$ cat config.mk
export PLATFORM = sky130hd
export DESIGN_NAME = axil_regfile_flat
export DESIGN_NICKNAME = d
export VERILOG_FILES = /design/src/rtl/axil_if.sv /design/src/rtl/axil_regfile.sv /design/src/flat_wrapper.sv
export SDC_FILE = /design/constraint.sdc
export NUM_CORES = 1
export LEC_CHECK = 0
export BUFFER_PORTS_ARGS = -buffer_cell sky130_fd_sc_hd__buf_2
export CORE_AREA = 4 4 257 259
export DETAILED_ROUTE_END_ITERATION = 10
export DIE_AREA = 0 0 261 263
export SLEW_MARGIN = 10
export SYNTH_ARGS = -nofsm -noshare
export SYNTH_HDL_FRONTEND = slang
export SYNTH_SLANG_ARGS = --single-unit
$ cat constraint.sdc
create_clock -name clock -period 4.7 [get_ports clock]
set_input_delay 0 -clock clock [delete_from_list [all_inputs] [get_ports clock]]
set_output_delay 0 -clock clock [all_outputs]
set_load 0.01 [all_outputs]
$ cat src/rtl/axil_if.sv
// rtl/axil_if.sv - AXI-Lite bus bundle with manager and peripheral views
// Parameters: DATA_WIDTH, ADDRESS_WIDTH.
// Signals: AW (awaddr/awprot/awvalid/awready), W (wdata/wstrb/wvalid/wready),
//          B (bresp/bvalid/bready), AR (araddr/arprot/arvalid/arready),
//          R (rdata/rresp/rvalid/rready).
interface axil_if #(
    parameter int DATA_WIDTH    = 32,
    parameter int ADDRESS_WIDTH = 32
) ();
    logic [ADDRESS_WIDTH-1:0]  awaddr;
    logic [2:0]                awprot;
    logic                      awvalid;
    logic                      awready;
    logic [DATA_WIDTH-1:0]     wdata;
    logic [DATA_WIDTH/8-1:0]   wstrb;
    logic                      wvalid;
    logic                      wready;
    logic [1:0]                bresp;
    logic                      bvalid;
    logic                      bready;
    logic [ADDRESS_WIDTH-1:0]  araddr;
    logic [2:0]                arprot;
    logic                      arvalid;
    logic                      arready;
    logic [DATA_WIDTH-1:0]     rdata;
    logic [1:0]                rresp;
    logic                      rvalid;
    logic                      rready;

    modport peripheral (
        input  awaddr, awprot, awvalid, wdata, wstrb, wvalid, bready,
               araddr, arprot, arvalid, rready,
        output awready, wready, bresp, bvalid, arready, rdata, rresp, rvalid
    );

    modport manager (
        output awaddr, awprot, awvalid, wdata, wstrb, wvalid, bready,
               araddr, arprot, arvalid, rready,
        input  awready, wready, bresp, bvalid, arready, rdata, rresp, rvalid
    );
endinterface

$ cat src/rtl/axil_regfile.sv
// rtl/axil_regfile.sv - AXI-Lite register file with RO status slots and byte-strobed writes
// Optional feature macro: AXIL_REGFILE_ERR_EN (SLVERR on out-of-range / RO accesses).
// Ports:
//   clock     - single clock
//   reset_n   - asynchronous active-low reset
//   axil      - AXI-Lite peripheral port (axil_if.peripheral)
//   regs_out  - RW register contents, slot i at [i*DATA_WIDTH +: DATA_WIDTH], RO slots 0
//   regs_in   - hardware values returned for RO slots
//   wr_pulse  - one-cycle strobe per register on write commit
module axil_regfile #(
    parameter int                    DATA_WIDTH    = 32,
    parameter int                    ADDRESS_WIDTH = 32,
    parameter int                    NUM_REGS      = 8,
    parameter logic [NUM_REGS-1:0]   RO_MASK       = NUM_REGS'(8'h80),
    parameter logic [DATA_WIDTH-1:0] RESET_VALUE   = '0
) (
    input  logic                           clock,
    input  logic                           reset_n,
    axil_if.peripheral                     axil,
    output logic [NUM_REGS*DATA_WIDTH-1:0] regs_out,
    input  logic [NUM_REGS*DATA_WIDTH-1:0] regs_in,
    output logic [NUM_REGS-1:0]            wr_pulse
);
    localparam int STRB_W   = DATA_WIDTH / 8;
    localparam int ADDR_LSB = $clog2(STRB_W);
    localparam int IDX_W    = $clog2(NUM_REGS);
    localparam logic [1:0] RESP_OKAY   = 2'b00;
    localparam logic [1:0] RESP_SLVERR = 2'b10;

    logic [DATA_WIDTH-1:0]    regs [NUM_REGS];
    logic                     ready_en;
    logic                     aw_full;
    logic [ADDRESS_WIDTH-1:0] aw_addr_q;
    logic                     w_full;
    logic [DATA_WIDTH-1:0]    w_data_q;
    logic [STRB_W-1:0]        w_strb_q;
    logic                     b_valid;
    logic [1:0]               b_resp;
    logic                     r_valid;
    logic [DATA_WIDTH-1:0]    r_data;
    logic [1:0]               r_resp;

    // Address decode for the held write and the incoming read
    logic [ADDRESS_WIDTH-1:0] aw_word;
    logic [ADDRESS_WIDTH-1:0] ar_word;
    logic [IDX_W-1:0]         aw_idx;
    logic [IDX_W-1:0]         ar_idx;
    logic                     aw_in_range;
    logic                     ar_in_range;
    logic                     wr_ok;
    logic [DATA_WIDTH-1:0]    rd_value;

    assign aw_word     = aw_addr_q >> ADDR_LSB;
    assign ar_word     = axil.araddr >> ADDR_LSB;
    assign aw_idx      = aw_word[IDX_W-1:0];
    assign ar_idx      = ar_word[IDX_W-1:0];
    assign aw_in_range = aw_word < ADDRESS_WIDTH'(NUM_REGS);
    assign ar_in_range = ar_word < ADDRESS_WIDTH'(NUM_REGS);
    assign wr_ok       = aw_in_range && !RO_MASK[aw_idx];

    always_comb begin
        rd_value = '0;
        if (ar_in_range) begin
            if (RO_MASK[ar_idx])
                rd_value = regs_in[ar_idx*DATA_WIDTH +: DATA_WIDTH];
            else
                rd_value = regs[ar_idx];
        end
    end

    // Handshake and commit conditions
    logic aw_hs;
    logic w_hs;
    logic ar_hs;
    logic commit;

    assign axil.awready = ready_en && !aw_full;
    assign axil.wready  = ready_en && !w_full;
    assign axil.arready = ready_en && !r_valid;
    assign axil.bvalid  = b_valid;
    assign axil.bresp   = b_resp;
    assign axil.rvalid  = r_valid;
    assign axil.rdata   = r_data;
    assign axil.rresp   = r_resp;

    assign aw_hs  = axil.awvalid && axil.awready;
    assign w_hs   = axil.wvalid && axil.wready;
    assign ar_hs  = axil.arvalid && axil.arready;
    // A complete pair waits for the previous response to drain
    assign commit = aw_full && w_full && !b_valid;

    logic unused_prot;
    assign unused_prot = ^{axil.awprot, axil.arprot};

    always_ff @(posedge clock or negedge reset_n) begin
        if (!reset_n) begin
            for (int i = 0; i < NUM_REGS; i++)
                regs[i] <= RESET_VALUE;
            ready_en  <= 1'b0;
            aw_full   <= 1'b0;
            aw_addr_q <= '0;
            w_full    <= 1'b0;
            w_data_q  <= '0;
            w_strb_q  <= '0;
            b_valid   <= 1'b0;
            b_resp    <= RESP_OKAY;
            r_valid   <= 1'b0;
            r_data    <= '0;
            r_resp    <= RESP_OKAY;
            wr_pulse  <= '0;
        end else begin
            ready_en <= 1'b1;
            wr_pulse <= '0;

            if (aw_hs) begin
                aw_full   <= 1'b1;
                aw_addr_q <= axil.awaddr;
            end
            if (w_hs) begin
                w_full   <= 1'b1;
                w_data_q <= axil.wdata;
                w_strb_q <= axil.wstrb;
            end

            if (b_valid && axil.bready)
                b_valid <= 1'b0;

            if (commit) begin
                aw_full <= 1'b0;
                w_full  <= 1'b0;
                b_valid <= 1'b1;
`ifdef AXIL_REGFILE_ERR_EN
                b_resp  <= wr_ok ? RESP_OKAY : RESP_SLVERR;
`else
                b_resp  <= RESP_OKAY;
`endif
                if (wr_ok) begin
                    for (int j = 0; j < STRB_W; j++)
                        if (w_strb_q[j])
                            regs[aw_idx][j*8 +: 8] <= w_data_q[j*8 +: 8];
                    if (|w_strb_q)
                        wr_pulse[aw_idx] <= 1'b1;
                end
            end

            // rd_value samples pre-write contents when a commit hits the same edge
            if (ar_hs) begin
                r_valid <= 1'b1;
                r_data  <= rd_value;
`ifdef AXIL_REGFILE_ERR_EN
                r_resp  <= ar_in_range ? RESP_OKAY : RESP_SLVERR;
`else
                r_resp  <= RESP_OKAY;
`endif
            end else if (r_valid && axil.rready) begin
                r_valid <= 1'b0;
            end
        end
    end

    for (genvar i = 0; i < NUM_REGS; i++) begin : gen_regs_out
        assign regs_out[i*DATA_WIDTH +: DATA_WIDTH] = RO_MASK[i] ? '0 : regs[i];
    end
endmodule

$ cat src/flat_wrapper.sv
// flat-port wrapper written by rule: the top's interface ports become plain ports
module axil_regfile_flat 
#(
    parameter int                    DATA_WIDTH    = 32,
    parameter int                    ADDRESS_WIDTH = 32,
    parameter int                    NUM_REGS      = 8,
    parameter logic [NUM_REGS-1:0]   RO_MASK       = NUM_REGS'(8'h80),
    parameter logic [DATA_WIDTH-1:0] RESET_VALUE   = '0
)
  (clock, reset_n, regs_out, regs_in, wr_pulse, axil_awaddr, axil_awprot, axil_awvalid, axil_wdata, axil_wstrb, axil_wvalid, axil_bready, axil_araddr, axil_arprot, axil_arvalid, axil_rready, axil_awready, axil_wready, axil_bresp, axil_bvalid, axil_arready, axil_rdata, axil_rresp, axil_rvalid);
  axil_if #(.DATA_WIDTH(DATA_WIDTH), .ADDRESS_WIDTH(ADDRESS_WIDTH)) axil_i ();
  input  logic clock;
  input  logic reset_n;
  output logic [NUM_REGS*DATA_WIDTH-1:0] regs_out;
  input  logic [NUM_REGS*DATA_WIDTH-1:0] regs_in;
  output logic [NUM_REGS-1:0] wr_pulse;
  input wire logic [$bits(axil_i.awaddr)-1:0] axil_awaddr;
  input wire logic [$bits(axil_i.awprot)-1:0] axil_awprot;
  input wire logic [$bits(axil_i.awvalid)-1:0] axil_awvalid;
  input wire logic [$bits(axil_i.wdata)-1:0] axil_wdata;
  input wire logic [$bits(axil_i.wstrb)-1:0] axil_wstrb;
  input wire logic [$bits(axil_i.wvalid)-1:0] axil_wvalid;
  input wire logic [$bits(axil_i.bready)-1:0] axil_bready;
  input wire logic [$bits(axil_i.araddr)-1:0] axil_araddr;
  input wire logic [$bits(axil_i.arprot)-1:0] axil_arprot;
  input wire logic [$bits(axil_i.arvalid)-1:0] axil_arvalid;
  input wire logic [$bits(axil_i.rready)-1:0] axil_rready;
  output wire logic [$bits(axil_i.awready)-1:0] axil_awready;
  output wire logic [$bits(axil_i.wready)-1:0] axil_wready;
  output wire logic [$bits(axil_i.bresp)-1:0] axil_bresp;
  output wire logic [$bits(axil_i.bvalid)-1:0] axil_bvalid;
  output wire logic [$bits(axil_i.arready)-1:0] axil_arready;
  output wire logic [$bits(axil_i.rdata)-1:0] axil_rdata;
  output wire logic [$bits(axil_i.rresp)-1:0] axil_rresp;
  output wire logic [$bits(axil_i.rvalid)-1:0] axil_rvalid;
  assign axil_i.awaddr = axil_awaddr;
  assign axil_i.awprot = axil_awprot;
  assign axil_i.awvalid = axil_awvalid;
  assign axil_i.wdata = axil_wdata;
  assign axil_i.wstrb = axil_wstrb;
  assign axil_i.wvalid = axil_wvalid;
  assign axil_i.bready = axil_bready;
  assign axil_i.araddr = axil_araddr;
  assign axil_i.arprot = axil_arprot;
  assign axil_i.arvalid = axil_arvalid;
  assign axil_i.rready = axil_rready;
  assign axil_awready = axil_i.awready;
  assign axil_wready = axil_i.wready;
  assign axil_bresp = axil_i.bresp;
  assign axil_bvalid = axil_i.bvalid;
  assign axil_arready = axil_i.arready;
  assign axil_rdata = axil_i.rdata;
  assign axil_rresp = axil_i.rresp;
  assign axil_rvalid = axil_i.rvalid;
  axil_regfile #(.DATA_WIDTH(DATA_WIDTH), .ADDRESS_WIDTH(ADDRESS_WIDTH), .NUM_REGS(NUM_REGS), .RO_MASK(RO_MASK), .RESET_VALUE(RESET_VALUE)) u_core (.clock(clock), .reset_n(reset_n), .axil(axil_i), .regs_out(regs_out), .regs_in(regs_in), .wr_pulse(wr_pulse));
endmodule
; ---- Word level (Yosys, flattened, before mapping)
; Memory sizes are Yosys's and may differ from the RTL's.
; Cells that the tools add are included.
[op_classes]
order_cmp = 8
shift = 1
mux = 42
bitwise_logic = 2
n_reduce_logical = 24
[op_table]
columns = cell, count
row1 = two-way mux 256 bit, 10
row2 = bitwise mux 256 bit, 4
row3 = demux 32 bit (select 3 bit), 4
row4 = variable part select 256 x 9 -> 32 bit, 1
row5 = two-way mux 32 bit, 5
row6 = binary-select mux 32 bit (select 3 bit), 1
row7 = "< comparator 30 x 4 -> 1 bit, second input constant", 2
row8 = two-way mux 8 bit, 4
row9 = two-way mux 24 bit, 1
row10 = two-way mux 16 bit, 1
row11 = logical AND 1 bit, 13
row12 = two-way mux 1 bit, 11
row13 = ">= comparator 4 bit, second input constant", 2
row14 = "< comparator 3 x 4 -> 1 bit, second input constant", 2
row15 = NOT 3 -> 4 bit, 2
row16 = nonzero test 2 bit, 4
row17 = logical NOT 1 bit, 5
row18 = "< comparator 4 x 1 -> 1 bit, second input constant", 1
row19 = OR reduction 4 bit, 1
row20 = demux 1 bit (select 3 bit), 1
row21 = ">= comparator 3 x 1 -> 1 bit, second input constant", 1
row22 = AND reduction 2 bit, 1
[word_totals]
register_bits = 369
romBits = 16
input_bits = 369
output_inout_bits = 305
word_cells = 97
n_memories = 2
[memory_table]
columns = name, words, width, rd, rd_ports_with_merged_regs, write_ports, line
row1 = (no name shown), 8, 1, 1, 0, 0, axil_regfile.sv:64  ; if (RO_MASK[ar_idx])
row2 = (no name shown), 8, 1, 1, 0, 0, axil_regfile.sv:59  ; assign wr_ok = aw_in_range && !RO_MASK[aw_idx];

; ---- Depth between registers and ports, before layout
[depth]
depth_word = 19
depth_mapped = 7
ltp_nobuf = 4

; ---- Worst setup path before layout
; OpenSTA, ideal clock, no wires.
[synth_timing]
path_type = register -> register
start = register u_core.b_valid (netlist: u_core.axil.bvalid)
end = register u_core.regs, in the netlist u_core.regs_out[56]
setup_time_ns = 0.125
arrival_time_ns = 2.699
required_ns = 4.575
slack_ns = 1.876
stages_incl_launch_ff = 7
n_path_buf = 2
synth_period_minus_slack_ns = 2.824
cell_sequence = dfrtp_1 -> or4_1 -> or4_1 -> buf_6 -> buf_12 -> nor4_4 -> mux2_4
[synth_between]
elab_chain_cells = 3
[synth_lines]
columns = item, line
row1 = start: declaration, axil_regfile.sv:37  ; logic b_valid;
row2 = start signal: assignment, axil_regfile.sv:105  ; b_valid <= 1'b0;
row3 = start signal: assignment, axil_regfile.sv:126  ; b_valid <= 1'b0;
row4 = start signal: assignment, axil_regfile.sv:131  ; b_valid <= 1'b1;
row5 = logical NOT 1 bit, axil_regfile.sv:90  ; assign commit = aw_full && w_full && !b_valid;
row6 = logical AND 1 bit, axil_regfile.sv:90
row7 = AND reduction 2 bit (no line), -
row8 = end signal: indexed assignment, axil_regfile.sv:140  ; regs[aw_idx][j*8 +: 8] <= w_data_q[j*8 +: 8];
row9 = end: declaration, axil_regfile.sv:30  ; logic [DATA_WIDTH-1:0] regs [NUM_REGS];
; Every way passes these cells.
; A chain may end at the register's enable or synchronous reset.

; ---- Final worst setup path
[layout_timing]
start = register u_core.b_valid (netlist: u_core.axil.bvalid)
end = register u_core.regs, in the netlist u_core.regs_out[214]
; The elaborated chain is that of the path after synthesis.

==> Implementation_results.wiki <==
{| class="wikitable"
! Metric !! Value
|-
| Critical Path Source Type || flop
|-
| Leakage || about 10 nW
|-
| Die width || 261 um
|-
| Launching instance or port of the critical path || u_core.axil.bvalid
|-
| Total via count after detailed routing || between 10000 and 15000
|-
| Area delta synth->final || 20.62%
|-
| DRC violation count after routing || 0
|-
| Yosys top cell area share || 0.4905
|-
| Drt pass-1 iters || 5
|-
| Net count, final || between 2000 and 2500
|-
| Number of antenna violations at the first check in global routing || 2
|-
| Starting DRT DRC Count || 839
|-
| Critical Path End Type || flop
|-
| Routed Antenna Nets || 0
|-
| RSZ-0062 raised after global routing || no
|-
| Cell count after synthesis || 1376
|-
| Starting Density || 0.2675
|-
| Maximum count of clock buffers along a single path || 3
|-
| Gates resized, CTS repair || 0
|-
| Share of the yosys chip area belonging to registers || 0.4905
|-
| Synth area leader || dfrtp_1
|-
| Worst slew margin relative to its limit || 0.2650
|-
| Setup TNS after final layout || 0 ns
|-
| Highest Clock Rate || 261.9 MHz
|-
| CTS Sinks || roughly 340
|-
| Clk pin slew, worst setup/hold paths || around 0.06 ns
|-
| Flop and latch count out of synthesis || 335
|-
| Area inside the core boundary || about 64000 um^2
|-
| Placer congestion estimate || 0.8405
|-
| Hold crit path type || primary input to async pin
|-
| Slew at the pin closest to its max-slew limit || around 1.1 ns
|-
| R2r worst-path depth || 4
|-
| Total routing usage reported by global routing || 0.1694
|-
| Data arrival time at the worst-slack endpoint || 4.24 ns
|-
| Number of port buffers || a little over 400
|-
| Height of the die || roughly 260 um
|-
| Average cell area after synthesis || 12.42 um^2
|-
| Worst setup skew after layout || 0.01612 ns
|-
| Critical Path Sink || u_core.regs_out[214]
|-
| Number of warnings printed during yosys synthesis || 0
|-
| Final count of hold timing violations || 0
|-
| Final-report max-slew violation count || 0
|-
| Startpoint of the worst-slack reg-to-reg timing path || u_core.axil.bvalid
|-
| Number of standard-cell rows in the floorplan || 93
|-
| Area of the die || between 60000 and 70000 um^2
|-
| R2r setup slk || 0.88 ns
|-
| Cells taking the most area after synthesis || dfrtp_1 (49%), mux2_2 (18%), buf_4 (11%), mux2i_1 (3.7%), nor4_4 (3.0%)
|-
| Number of fillers in the final layout || around 6400
|-
| Number of max-cap violations || 0
|-
| Status || finished, final reports clean
|-
| Clock root buffer master || clkbuf_16
|-
| Deepest level of the CTS H-tree || 2
|-
| Final worst path period need || 3.818 ns
|-
| Via count of the first global-routing pass || 12630
|-
| Clock latency at the later pin of the worst-skew pair || 0.55 ns
|-
| Critical Path RT || between 5 and 6 ns
|-
| GRT Residual Overflow || 0
|-
| Estimated wirelength of the detail-placed design || 42100 um
|-
| Predominant post-synthesis flop cell || dfrtp_1
|-
| Max FO, Critical Path || 21
|-
| CTS tree || yes
|-
| Maximum number of pins on one net before global-route repair || between 150 and 200
|-
| Cts bufs inserted || 38
|-
| Part of the cycle the worst path needs || 0.8123
|-
| Ports || slightly below 700
|-
| Wire length per cell after detailed routing || between 20 and 25 um
|-
| Setup Viol. Count Final || 0
|-
| Peak VDD IR || between 300 and 400 uV
|-
| Crit Reg-Reg Endpoint || u_core.regs_out[214]
|-
| First-pass GRT wire length || ~87000 um
|-
| Number of library cell types mapped by synthesis || 37
|-
| Via count normalized by instance count || roughly 4.7
|-
| Layout cell share with drive strength beyond 1 || 0.4742
|-
| Pwr per Cell Area || 376.4 nW/um^2
|-
| Sum of routed wire length over all layers || 60230 um
|-
| Area of the mapped netlist || 17090 um^2
|-
| Synth async-reset ratio || 1.000
|-
| Number of synthesized flops with an enable pin || 0
|-
| Post-Route Hold Slack || roughly 0.057 ns
|-
| Critical path class || flop to flop
|}
## flip-flops by register name (all words and copies together) (netlist names)
name                count
u_core.aw_full          1
u_core.wr_pulse         8
u_core.w_strb_q         4
u_core.w_full           1
u_core.axil.rvalid      1
u_core.axil.rdata      32
u_core.w_data_q        32
u_core.ready_en         1
u_core.aw_addr_q       30
u_core.regs_out       224
u_core.axil.bvalid      1
## layer usage
| metal | up-vias | part of all wire | track usage |
|---|---|---|---|
| met4 | 2 | 0.022 | 0.04704 |
| met5 | - | 0.00022 | 0 |
| li1 | 5219 | - | - |
| met3 | 80 | 0.088 | 0.05358 |
| met1 | 6104 | 0.43 | 0.2217 |
| met2 | 480 | 0.46 | 0.2708 |
## critical path: stages, from the launching register on
cell and delay [ns]:
dfrtp_1 0.43, or4_1 0.60, or4_2 1.17, nor4_4 1.05, mux2_2 0.42
## how the worst min path moves through the flow
stage	from	end	slack, ns	cells after the start
finish	reset_n	u_core.ready_en	0.06	3
global route	reset_n	u_core.ready_en	0.08	3
CTS	axil_araddr[2]	u_core.axil.rdata[14]	0.04	3
detailed placement	reset_n	u_core.aw_addr_q[18]	-0.04	1
global placement	reset_n	u_core.ready_en	-0.05	1
floorplan	reset_n	u_core.aw_addr_q[10]	-0.30	0
## layout by cell type (no fill, tap or decap), types with 3 or more instances in the layout
master	netlist	final
a22oi_1	31	31
nor4_4	24	24
buf_4	261	21
nand2b_1	5	4
clkbuf_16	0	41
clkbuf_8	0	3
conb_1	2	38
a31oi_1	31	31
o21ai_0	65	65
nor2b_1	4	4
mux2_2	276	276
mux2_4	8	8
mux2_1	8	8
clkbuf_1	48	10
nand2_1	48	47
o221ai_1	32	32
nand3b_1	5	5
nor2_1	6	5
buf_2	0	399
clkinv_2	0	9
mux2i_1	63	63
dfrtp_1	335	335
or3_1	7	7
inv_1	34	34
diode_2	0	3
dlygate4sd3_1	0	105
or4_1	4	3
a22o_1	31	31
nor3_1	3	3
nor4_1	13	13
## stage by stage
step / setup WS, ns / area, um^2 / power, W / std cells / util
floorplan: 1.876 / 17230 / 0.004227 / 1412 / -
global placement: 0.9020 / 18300 / 0.004718 / 2365 / 0.2865
detailed placement: 0.8433 / 18300 / 0.004775 / 2365 / 0.2865
CTS: 0.8651 / 20610 / 0.007871 / 2538 / 0.3226
global route: 0.7609 / 20610 / 0.008125 / 2539 / 0.3226
finish: 0.8824 / 20610 / 0.007759 / 2541 / 0.3227
## where the power goes
part / total, W / switching, W / leakage (nW) / internal (W)
clock: 0.00297 / 0.00122 / 0.602 / 0.00175
combinational: 0.00111 / 0.000630 / 5.27 / 0.000479
sequential: 0.00368 / 0.000497 / 4.52 / 0.00319
## cells by family (layout without fill, tap and decap cells)
logic type,Yosys count,in the layout,synth area share
mux,355,355,0.2311
flops,335,335,0.4905
buf+inv,360,631,0.1378
other cells,2,41,0.0004394
compound gates,195,195,0.07863
simple gates,129,129,0.06157
## cells in the mapped netlist (2+ instances only)
master / number
a22oi_1: 31
mux2_2: 276
buf_4: 261
a22o_1: 31
o221ai_1: 32
nor2b_1: 4
or2_2: 2
or4_1: 4
nor4_4: 24
or3_1: 7
nand4_1: 2
mux2i_1: 63
dfrtp_1: 335
nor3_1: 3
clkbuf_1: 48
nand3b_1: 5
nor3b_1: 2
nor4_1: 13
nor2_1: 6
o21a_1: 2
o41ai_1: 2
mux2_4: 8
mux2_1: 8
a31oi_1: 31
o21ai_0: 65
nand2b_1: 5
buf_1: 15
nand2_1: 48
conb_1: 2
inv_1: 34
## what timing repair did
action	in CTS	in global routing
endpoints found under the setup margin	0	0
hold endpoints to repair	242	0
buffers inserted	0	0
hold buffers	106	0
## cell type report
cell class	instances	area (um^2)	area share
antenna	3	7.507	0.0003642
timing repair buffer	530	3299	0.1601
sequential	335	8383	0.4067
tap	855	1070	0.05189
multi-input combinational	717	6502	0.3154
clock inverter	13	120.1	0.005827
inverter	34	127.6	0.006191
clock buffer	54	1105	0.05359
(Power assumes the default switching activity.)
